### src/rtl/jtag_boundary_scan_tap_if.sv
// Boundary-scan TAP signal bundle.
// Carries the serial test port (TMS, TDI, TDO, TDO_en) and the pad/core
// boundary signals. TCK and TRSTn are not in the bundle; they stay as plain
// ports on the TAP.
//   master : tester/pad/core side. Drives TMS, TDI, sys_in and core_out.
//   slave  : the TAP. Drives TDO, TDO_en, core_in and sys_out.
interface jtag_boundary_scan_tap_if #(
  parameter int N_IN  = 16,
  parameter int N_OUT = 16
);
  logic             TMS;
  logic             TDI;
  logic             TDO;
  logic             TDO_en;
  logic [N_IN-1:0]  sys_in;
  logic [N_IN-1:0]  core_in;
  logic [N_OUT-1:0] core_out;
  logic [N_OUT-1:0] sys_out;

  modport master (
    output TMS, TDI, sys_in, core_out,
    input  TDO, TDO_en, core_in, sys_out
  );

  modport slave (
    input  TMS, TDI, sys_in, core_out,
    output TDO, TDO_en, core_in, sys_out
  );
endinterface

### src/rtl/jtag_boundary_scan_tap.sv
// IEEE 1149.1 boundary-scan TAP, parametrised.
// It contains the 16-state TAP controller, an IR_W-bit instruction register,
// a bypass register, a 32-bit IDCODE register, and an (N_IN+N_OUT)-bit
// boundary register with its update latch.
// The supported instructions are EXTEST=0, SAMPLE/PRELOAD=1, IDCODE=2 and
// INTEST=3. Every other opcode acts as BYPASS.
// Ports:
//   TCK   : test clock. Every flop updates on the rising edge.
//   TRSTn : asynchronous, active-low reset.
//   bus   : slave side of jtag_boundary_scan_tap_if. It carries TMS, TDI,
//           TDO and TDO_en, plus sys_in/core_in (pads to core) and
//           core_out/sys_out (core to pads).
module jtag_boundary_scan_tap #(
  parameter int          N_IN   = 16,
  parameter int          N_OUT  = 16,
  parameter int          IR_W   = 4,
  parameter logic [31:0] IDCODE = 32'h1000_0A5B
) (
  input  logic                      TCK,
  input  logic                      TRSTn,
  jtag_boundary_scan_tap_if.slave   bus
);

  localparam int BSR_W = N_IN + N_OUT;

  localparam logic [IR_W-1:0] OP_EXTEST = IR_W'(0);
  localparam logic [IR_W-1:0] OP_SAMPLE = IR_W'(1);
  localparam logic [IR_W-1:0] OP_IDCODE = IR_W'(2);
  localparam logic [IR_W-1:0] OP_INTEST = IR_W'(3);

  typedef enum logic [3:0] {
    TLR, RTI,
    SEL_DR, CAP_DR, SH_DR, EX1_DR, PAUSE_DR, EX2_DR, UPD_DR,
    SEL_IR, CAP_IR, SH_IR, EX1_IR, PAUSE_IR, EX2_IR, UPD_IR
  } tap_state_t;

  tap_state_t       state, state_nxt;
  logic             tdo_en;
  logic [IR_W-1:0]  ir_sh, ir;
  logic [BSR_W-1:0] bsr, upd;
  logic [31:0]      id_reg;
  logic             bypass_reg;
  logic             sel_bsr, sel_id;
  logic             tdo;

  always_comb begin
    state_nxt = state;
    unique case (state)
      TLR:      state_nxt = bus.TMS ? TLR    : RTI;
      RTI:      state_nxt = bus.TMS ? SEL_DR : RTI;
      SEL_DR:   state_nxt = bus.TMS ? SEL_IR : CAP_DR;
      CAP_DR:   state_nxt = bus.TMS ? EX1_DR : SH_DR;
      SH_DR:    state_nxt = bus.TMS ? EX1_DR : SH_DR;
      EX1_DR:   state_nxt = bus.TMS ? UPD_DR : PAUSE_DR;
      PAUSE_DR: state_nxt = bus.TMS ? EX2_DR : PAUSE_DR;
      EX2_DR:   state_nxt = bus.TMS ? UPD_DR : SH_DR;
      UPD_DR:   state_nxt = bus.TMS ? SEL_DR : RTI;
      SEL_IR:   state_nxt = bus.TMS ? TLR    : CAP_IR;
      CAP_IR:   state_nxt = bus.TMS ? EX1_IR : SH_IR;
      SH_IR:    state_nxt = bus.TMS ? EX1_IR : SH_IR;
      EX1_IR:   state_nxt = bus.TMS ? UPD_IR : PAUSE_IR;
      PAUSE_IR: state_nxt = bus.TMS ? EX2_IR : PAUSE_IR;
      EX2_IR:   state_nxt = bus.TMS ? UPD_IR : SH_IR;
      UPD_IR:   state_nxt = bus.TMS ? SEL_DR : RTI;
      default:  state_nxt = TLR;
    endcase
  end

  // TDO_en is registered from the next state, so it is high exactly for
  // the cycles spent in a Shift state.
  always_ff @(posedge TCK or negedge TRSTn) begin
    if (!TRSTn) begin
      state  <= TLR;
      tdo_en <= 1'b0;
    end else begin
      state  <= state_nxt;
      tdo_en <= (state_nxt == SH_DR) || (state_nxt == SH_IR);
    end
  end

  // The IR is loaded on the edge that enters Test-Logic-Reset, so IDCODE is
  // already selected during the first cycle spent there.
  always_ff @(posedge TCK or negedge TRSTn) begin
    if (!TRSTn) begin
      ir_sh <= '0;
      ir    <= OP_IDCODE;
    end else begin
      if (state == CAP_IR)
        ir_sh <= IR_W'(1);
      else if (state == SH_IR)
        ir_sh <= {bus.TDI, ir_sh[IR_W-1:1]};

      if (state_nxt == TLR)
        ir <= OP_IDCODE;
      else if (state == UPD_IR)
        ir <= ir_sh;
    end
  end

  always_comb begin
    sel_bsr = (ir == OP_EXTEST) || (ir == OP_SAMPLE) || (ir == OP_INTEST);
    sel_id  = (ir == OP_IDCODE);
  end

  always_ff @(posedge TCK or negedge TRSTn) begin
    if (!TRSTn) begin
      bsr        <= '0;
      upd        <= '0;
      id_reg     <= '0;
      bypass_reg <= 1'b0;
    end else begin
      unique case (state)
        CAP_DR: begin
          bsr        <= {bus.sys_in, bus.core_out};
          id_reg     <= IDCODE;
          bypass_reg <= 1'b0;
        end
        SH_DR: begin
          if (sel_bsr)
            bsr <= {bus.TDI, bsr[BSR_W-1:1]};
          else if (sel_id)
            id_reg <= {bus.TDI, id_reg[31:1]};
          else
            bypass_reg <= bus.TDI;
        end
        UPD_DR: begin
          if (sel_bsr)
            upd <= bsr;
        end
        default: ;
      endcase
    end
  end

  always_comb begin
    tdo = 1'b0;
    if (state == SH_IR)
      tdo = ir_sh[0];
    else if (state == SH_DR)
      tdo = sel_bsr ? bsr[0] : (sel_id ? id_reg[0] : bypass_reg);
  end

  assign bus.TDO     = tdo;
  assign bus.TDO_en  = tdo_en;
  assign bus.core_in = (ir == OP_INTEST) ? upd[BSR_W-1:N_OUT] : bus.sys_in;
  assign bus.sys_out = (ir == OP_EXTEST) ? upd[N_OUT-1:0]     : bus.core_out;

endmodule

### src/flat_wrapper.sv
// flat-port wrapper written by rule: the top's interface ports become plain ports
module jtag_boundary_scan_tap_flat 
#(
  parameter int          N_IN   = 16,
  parameter int          N_OUT  = 16,
  parameter int          IR_W   = 4,
  parameter logic [31:0] IDCODE = 32'h1000_0A5B
)
  (TCK, TRSTn, bus_TMS, bus_TDI, bus_sys_in, bus_core_out, bus_TDO, bus_TDO_en, bus_core_in, bus_sys_out);
  jtag_boundary_scan_tap_if #(.N_IN(N_IN), .N_OUT(N_OUT)) bus_i ();
  input  logic TCK;
  input  logic TRSTn;
  input wire logic [$bits(bus_i.TMS)-1:0] bus_TMS;
  input wire logic [$bits(bus_i.TDI)-1:0] bus_TDI;
  input wire logic [$bits(bus_i.sys_in)-1:0] bus_sys_in;
  input wire logic [$bits(bus_i.core_out)-1:0] bus_core_out;
  output wire logic [$bits(bus_i.TDO)-1:0] bus_TDO;
  output wire logic [$bits(bus_i.TDO_en)-1:0] bus_TDO_en;
  output wire logic [$bits(bus_i.core_in)-1:0] bus_core_in;
  output wire logic [$bits(bus_i.sys_out)-1:0] bus_sys_out;
  assign bus_i.TMS = bus_TMS;
  assign bus_i.TDI = bus_TDI;
  assign bus_i.sys_in = bus_sys_in;
  assign bus_i.core_out = bus_core_out;
  assign bus_TDO = bus_i.TDO;
  assign bus_TDO_en = bus_i.TDO_en;
  assign bus_core_in = bus_i.core_in;
  assign bus_sys_out = bus_i.sys_out;
  jtag_boundary_scan_tap #(.N_IN(N_IN), .N_OUT(N_OUT), .IR_W(IR_W), .IDCODE(IDCODE)) u_core (.TCK(TCK), .TRSTn(TRSTn), .bus(bus_i));
endmodule
### config.mk
export PLATFORM = sky130hd
export DESIGN_NAME = jtag_boundary_scan_tap_flat
export DESIGN_NICKNAME = d
export VERILOG_FILES = /design/src/rtl/jtag_boundary_scan_tap_if.sv /design/src/rtl/jtag_boundary_scan_tap.sv /design/src/flat_wrapper.sv
export SDC_FILE = /design/constraint.sdc
export NUM_CORES = 1
export LEC_CHECK = 0
export CAP_MARGIN = 20
export CORE_UTILIZATION = 55
export DETAILED_ROUTE_END_ITERATION = 8
export GPL_TIMING_DRIVEN = 0
export PLACE_DENSITY = 0.8
export SYNTH_ARGS = -nofsm -noshare
export SYNTH_HDL_FRONTEND = slang
export SYNTH_SLANG_ARGS = --single-unit
### constraint.sdc
create_clock -name TCK -period 2.65 [get_ports TCK]
set_clock_uncertainty 0.15 [all_clocks]
set_input_delay 0.53 -clock TCK [delete_from_list [all_inputs] [get_ports TCK]]
set_output_delay 0.53 -clock TCK [all_outputs]
set_load 0.02 [all_outputs]
## Word-level counts from Yosys, hierarchy flattened

Index checks and enable logic that the tools add are counted.

- Memories kept: 0
- RAM bits: 0
- Latch bits: 0
- Bits in read-only memories: 0
- Output and inout bits: 34
- Flip-flop bits (word level): 110

- Order comparisons: 0
- Muxes and demuxes: 31
- Equality and inequality tests: 24
- Reduce and logical (&&, ||, !) cells: 16
- Multiply operators: 0
- Shifts and indexed selects: 0
- Bitwise gates (word level): 0
- Divide/modulo/power cells: 0
- Add/subtract/negate cells: 0

Operators by type and width:

| operator | count |
|---|---|
| $pmux 32 s2 | 2 |
| $mux 32 | 3 |
| $pmux 4 s12 | 1 |
| $eq 4x4->1 const B | 9 |
| $mux 16 | 2 |
| $mux 4 | 8 |
| $eq 4x3->1 const B | 5 |
| $eq 4x2->1 const B | 4 |
| $logic_not 4->1 | 3 |
| $mux 1 | 9 |
| $eq 4x1->1 const B | 2 |
| $mux 2 | 3 |
| $mux 3 | 2 |
| $reduce_and 3->1 | 2 |
| $reduce_bool 2->1 | 3 |
| $ne 2x1->1 const B | 2 |
| $ne 2x2->1 const B | 2 |
| $reduce_and 2->1 | 2 |
| $reduce_or 2->1 | 2 |
| $logic_or 1x1->1 | 3 |
| $reduce_or 3->1 | 1 |
| $pmux 1 s2 | 1 |

## Logic depth before layout (Yosys ltp)

- Depth in word-level cells: 6
- Depth in mapped cells: 7
- Depth with buffers taken out: 5

## Worst setup path before layout

Ideal clock, no wire load.

- Kind: register -> output
- Start: register u_core.ir[3]
- End: output port bus_core_in[10]
- Stages on the path, launching flop included: 6
- Arrival time: 1.679 ns
- Slack: 0.291 ns
- Buffers on the path: 2
- Path through: dfrtp_1 -> nor2_2 -> and3_1 -> clkbuf_1 -> buf_2 -> mux2_2

- Longest elaborated chain between the ends: 2

RTL lines:

| item | line | source |
|---|---|---|
| start: declaration | jtag_boundary_scan_tap.sv:39 | `logic [IR_W-1:0] ir_sh, ir;` |
| start signal: assignment | jtag_boundary_scan_tap.sv:96 | `ir <= ir_sh;` |
| $eq 4x2->1 | jtag_boundary_scan_tap.sv:145 | `assign bus.core_in = (ir == OP_INTEST) ? upd[BSR_W-1:N_OUT] : bus.sys_in;` |
| $mux 16 | jtag_boundary_scan_tap.sv:145 |  |
| end: declaration | flat_wrapper.sv:19 | `output wire logic [$bits(bus_i.core_in)-1:0] bus_core_in;` |

No other way between the ends.

## Final worst setup path

- Start: register u_core.ir[2]
- End: output port bus_sys_out[3]

- Longest elaborated chain between the ends: 2

RTL lines:

| item | line | source |
|---|---|---|
| $logic_not 4->1 | jtag_boundary_scan_tap.sv:146 | `assign bus.sys_out = (ir == OP_EXTEST) ? upd[N_OUT-1:0] : bus.core_out;` |
| $mux 16 | jtag_boundary_scan_tap.sv:146 |  |
| end: declaration | flat_wrapper.sv:20 | `output wire logic [$bits(bus_i.sys_out)-1:0] bus_sys_out;` |

No other way between the ends.

==> flow_summary.ini <==
[run_status]
status = finished, violations left
violations = setup timing

[worst_hold_path]
hold_start = u_core.id_reg[9]
worstHoldPathCells = 2
hold_end = u_core.id_reg[8]
hp-class = flop to flop

[route]
dr_wl_met2_um = 5520
met1_length_um = 5110
top_layer = met4
vias_per_cell = 5.61
ant_nets = 0
routed_wl_um = 11300
drt_iter0_markers = 117
wl_per_cell_um = 16.3
wl_met3_um = 485
drt_pre_antenna_iters = 4
drc = 0
vias = 3874

[place]
portBuffers = 68
dpl.cell_count = 660
post-dp-hpwl_um = 7280
place_area_um2 = 5860
place_congestion = 0.894

[final_layout]
final_area_um2 = 6200
stdcell_count = 690
area_delta_synth_final_pct = 23.4
drive_gt1_share_pct = 26.3
layout.nets = 613
diodes = 0

[pwr]
max-vdd-ir-drop_v = 0.000703
leakage_nw = 2.89
powerDensity_nw_per_um2 = 1100
power_mw = 6.80

[yosys]
synth_nets = 519
synth_cell_types = 41
yosysSeqAreaShare_pct = 54.8
synth.ff_latch_count = 110
avgSynthCellArea_um2 = 10.4
synth_area_um2 = 5020
synth_cells = 483
yosys_warnings = 0

[clocking]
clock-sinks = 110
cts-root-buf = clkbuf_8
clock_latency_ps = 370
cts_tree = done
cts.clk_slew.worst_paths_ps = 100
cts.htree.levels = 3
clk_path_buf_depth = 2
cts_made_buffers = 9

[global_route]
grt_usage_pct = 24.4
grt_overflow = 0
grt_pass1_vias = 3864
antenna_found_initial = 0
grt_pass1_wl_um = 18700
grt_max_degree = 75

[setup_path]
end_kind = output port
critPathLaunchType = flop
r2r_start = u_core.state[1]
worstSetupPathType = flop to output port
required_ps = 1970
worstReg2RegEnd = u_core.bsr[29]
worst-path-max-fanout = 5
cp.arrival_ps = 2030
ff2ff_path_depth = 7
rrSetupSlack_ps = 250

[floorplan]
coreArea_um2 = 8760
die_h_um = 97.5
fp.dieW_um = 97.5
pin_count = 70
die_area_um2 = 9520
rows = 34
start_util_pct = 57.3

[timing]
min_period_ps = 2710
fin_hold_ws_ps = 322
timing.final.max_slew_violations = 0
max_slew_margin_pct = 61.1
rsz0062_at_grt = true
setup_violations = 14
period_share_pct = 102
setup_ws_ps = -56.2
tightestPinTransition_ps = 578
fmax_ghz = 0.370
tns_ps = -521
hold_viol_final = 0

[run]
maxCapViolations = 0
routing by layer:
layer  global-route usage, %  vias to the layer above
met4                    5.66                        0
met2                    39.3                       89
met5                       0                        -
met1                    34.3                     1921
met3                    5.11                       12
li1                        -                     1852
worst max-delay path: stages (launching register included):
cell,delay [ps]
dfrtp_2,430
buf_6,140
nor4_4,320
buf_4,210
buf_4,110
mux2_2,310
buf_2,160
worst max path at each step:
stage	from	to	cells past startpoint
finish	u_core.ir[2]	bus_sys_out[3]	6
global route	u_core.ir[2]	bus_sys_out[14]	6
CTS	u_core.ir[3]	bus_sys_out[10]	5
detailed placement	u_core.ir[3]	bus_core_in[13]	6
global placement	TRSTn	u_core.bsr[9]	1
floorplan	u_core.ir[3]	bus_core_in[10]	5
final cells by class:
cell class | count | area [um2]
well taps | 108 | 135
inverters | 5 | 18.8
fillers | 654 | 2560
clock inverters | 4 | 31.3
clock buffers | 12 | 145
plain buffers | 34 | 183
multi-input cells | 333 | 2140
flip-flops and latches | 110 | 2760
repair buffers | 84 | 788
layout by cell type (no fill, tap or decap), types with 2 or more instances in the layout:
cell type,n
nor2_1,72
buf_12,3
nor2b_1,2
nand2_1,75
clkbuf_8,10
mux2i_1,5
clkbuf_1,14
nand3_1,18
o22ai_1,35
buf_6,20
inv_1,5
dfrtp_2,2
mux2_4,11
nand3_2,10
clkinv_4,2
o21ai_1,9
o21ai_0,10
or4_1,2
mux2_2,45
clkdlybuf4s50_1,34
mux2_1,8
a21o_1,3
buf_2,21
and2_1,2
buf_4,10
nand2b_1,4
dfrtp_1,107
clkbuf_2,9
and3_1,2
o21a_1,2
buf_1,6
cell families (layout without fill, tap and decap cells):
logic type	count (synthesis)	count (layout)	synth area share, %
buffers and inverters	40	139	3.71
and+or+nand+nor	197	197	17.9
AOI/OAI and AO/OA	67	67	8.20
muxes	69	69	15.4
DFF	110	110	54.8
synth_stat cells:
| cell | n | share of area [%] |
|---|---|---|
| nand2b_1 | 4 | 0.50 |
| buf_1 | 6 | 0.45 |
| nand4b_1 | 1 | 0.17 |
| o21ai_0 | 10 | 1.0 |
| and2_1 | 2 | 0.25 |
| nand3_1 | 18 | 1.8 |
| mux2_2 | 56 | 13 |
| o221ai_1 | 1 | 0.17 |
| nand2_1 | 75 | 5.6 |
| nor2_2 | 1 | 0.12 |
| o211ai_1 | 1 | 0.15 |
| nor4b_1 | 1 | 0.17 |
| inv_1 | 5 | 0.37 |
| nor2b_1 | 2 | 0.25 |
| nor4_1 | 1 | 0.12 |
| or4_1 | 2 | 0.30 |
| nand3_2 | 10 | 2.0 |
| dfrtp_1 | 109 | 54 |
| buf_2 | 11 | 1.1 |
| o31ai_1 | 1 | 0.15 |
| a31oi_1 | 1 | 0.12 |
| or3_1 | 1 | 0.12 |
| nor2_1 | 72 | 5.4 |
| a21o_1 | 3 | 0.45 |
| mux2_1 | 8 | 1.8 |
| or3_4 | 1 | 0.22 |
| and3_1 | 3 | 0.37 |
| clkbuf_1 | 15 | 1.1 |
| or2_2 | 1 | 0.12 |
| o21ai_1 | 9 | 0.90 |
| a21oi_1 | 1 | 0.10 |
| nor4_2 | 1 | 0.25 |
| and2_0 | 1 | 0.12 |
| dfstp_2 | 1 | 0.52 |
| a211o_1 | 1 | 0.17 |
| o22ai_1 | 35 | 4.4 |
| a22oi_1 | 1 | 0.15 |
| buf_6 | 3 | 0.67 |
| o21a_1 | 2 | 0.30 |
| a2bb2oi_1 | 1 | 0.17 |
| mux2i_1 | 5 | 1.0 |
report_power, final:
part	switching, mW	total [mW]	internal, mW
sequential	0.476	2.86	2.38
combinational	1.56	3.00	1.44
clock	0.568	0.943	0.375
total	2.61	6.80	4.20
stage by stage:
step                utilization (%)  setup slack, ps
floorplan                         -              291
global placement               66.6            -3150
detailed placement             66.9             -513
CTS                            70.0             -184
global route                   70.7             -105
finish                         70.7            -56.2
what timing repair did:
action                                  CTS  global route
hold buffers                              1             0
endpoints found under the setup margin   33            27
cloned                                    1             0
gates resized for setup                 132            48
hold endpoints to repair                 35             0
pin swaps                                 3             3
buffers inserted                         11             3
Note: power is estimated with default switching activity, not from simulation.
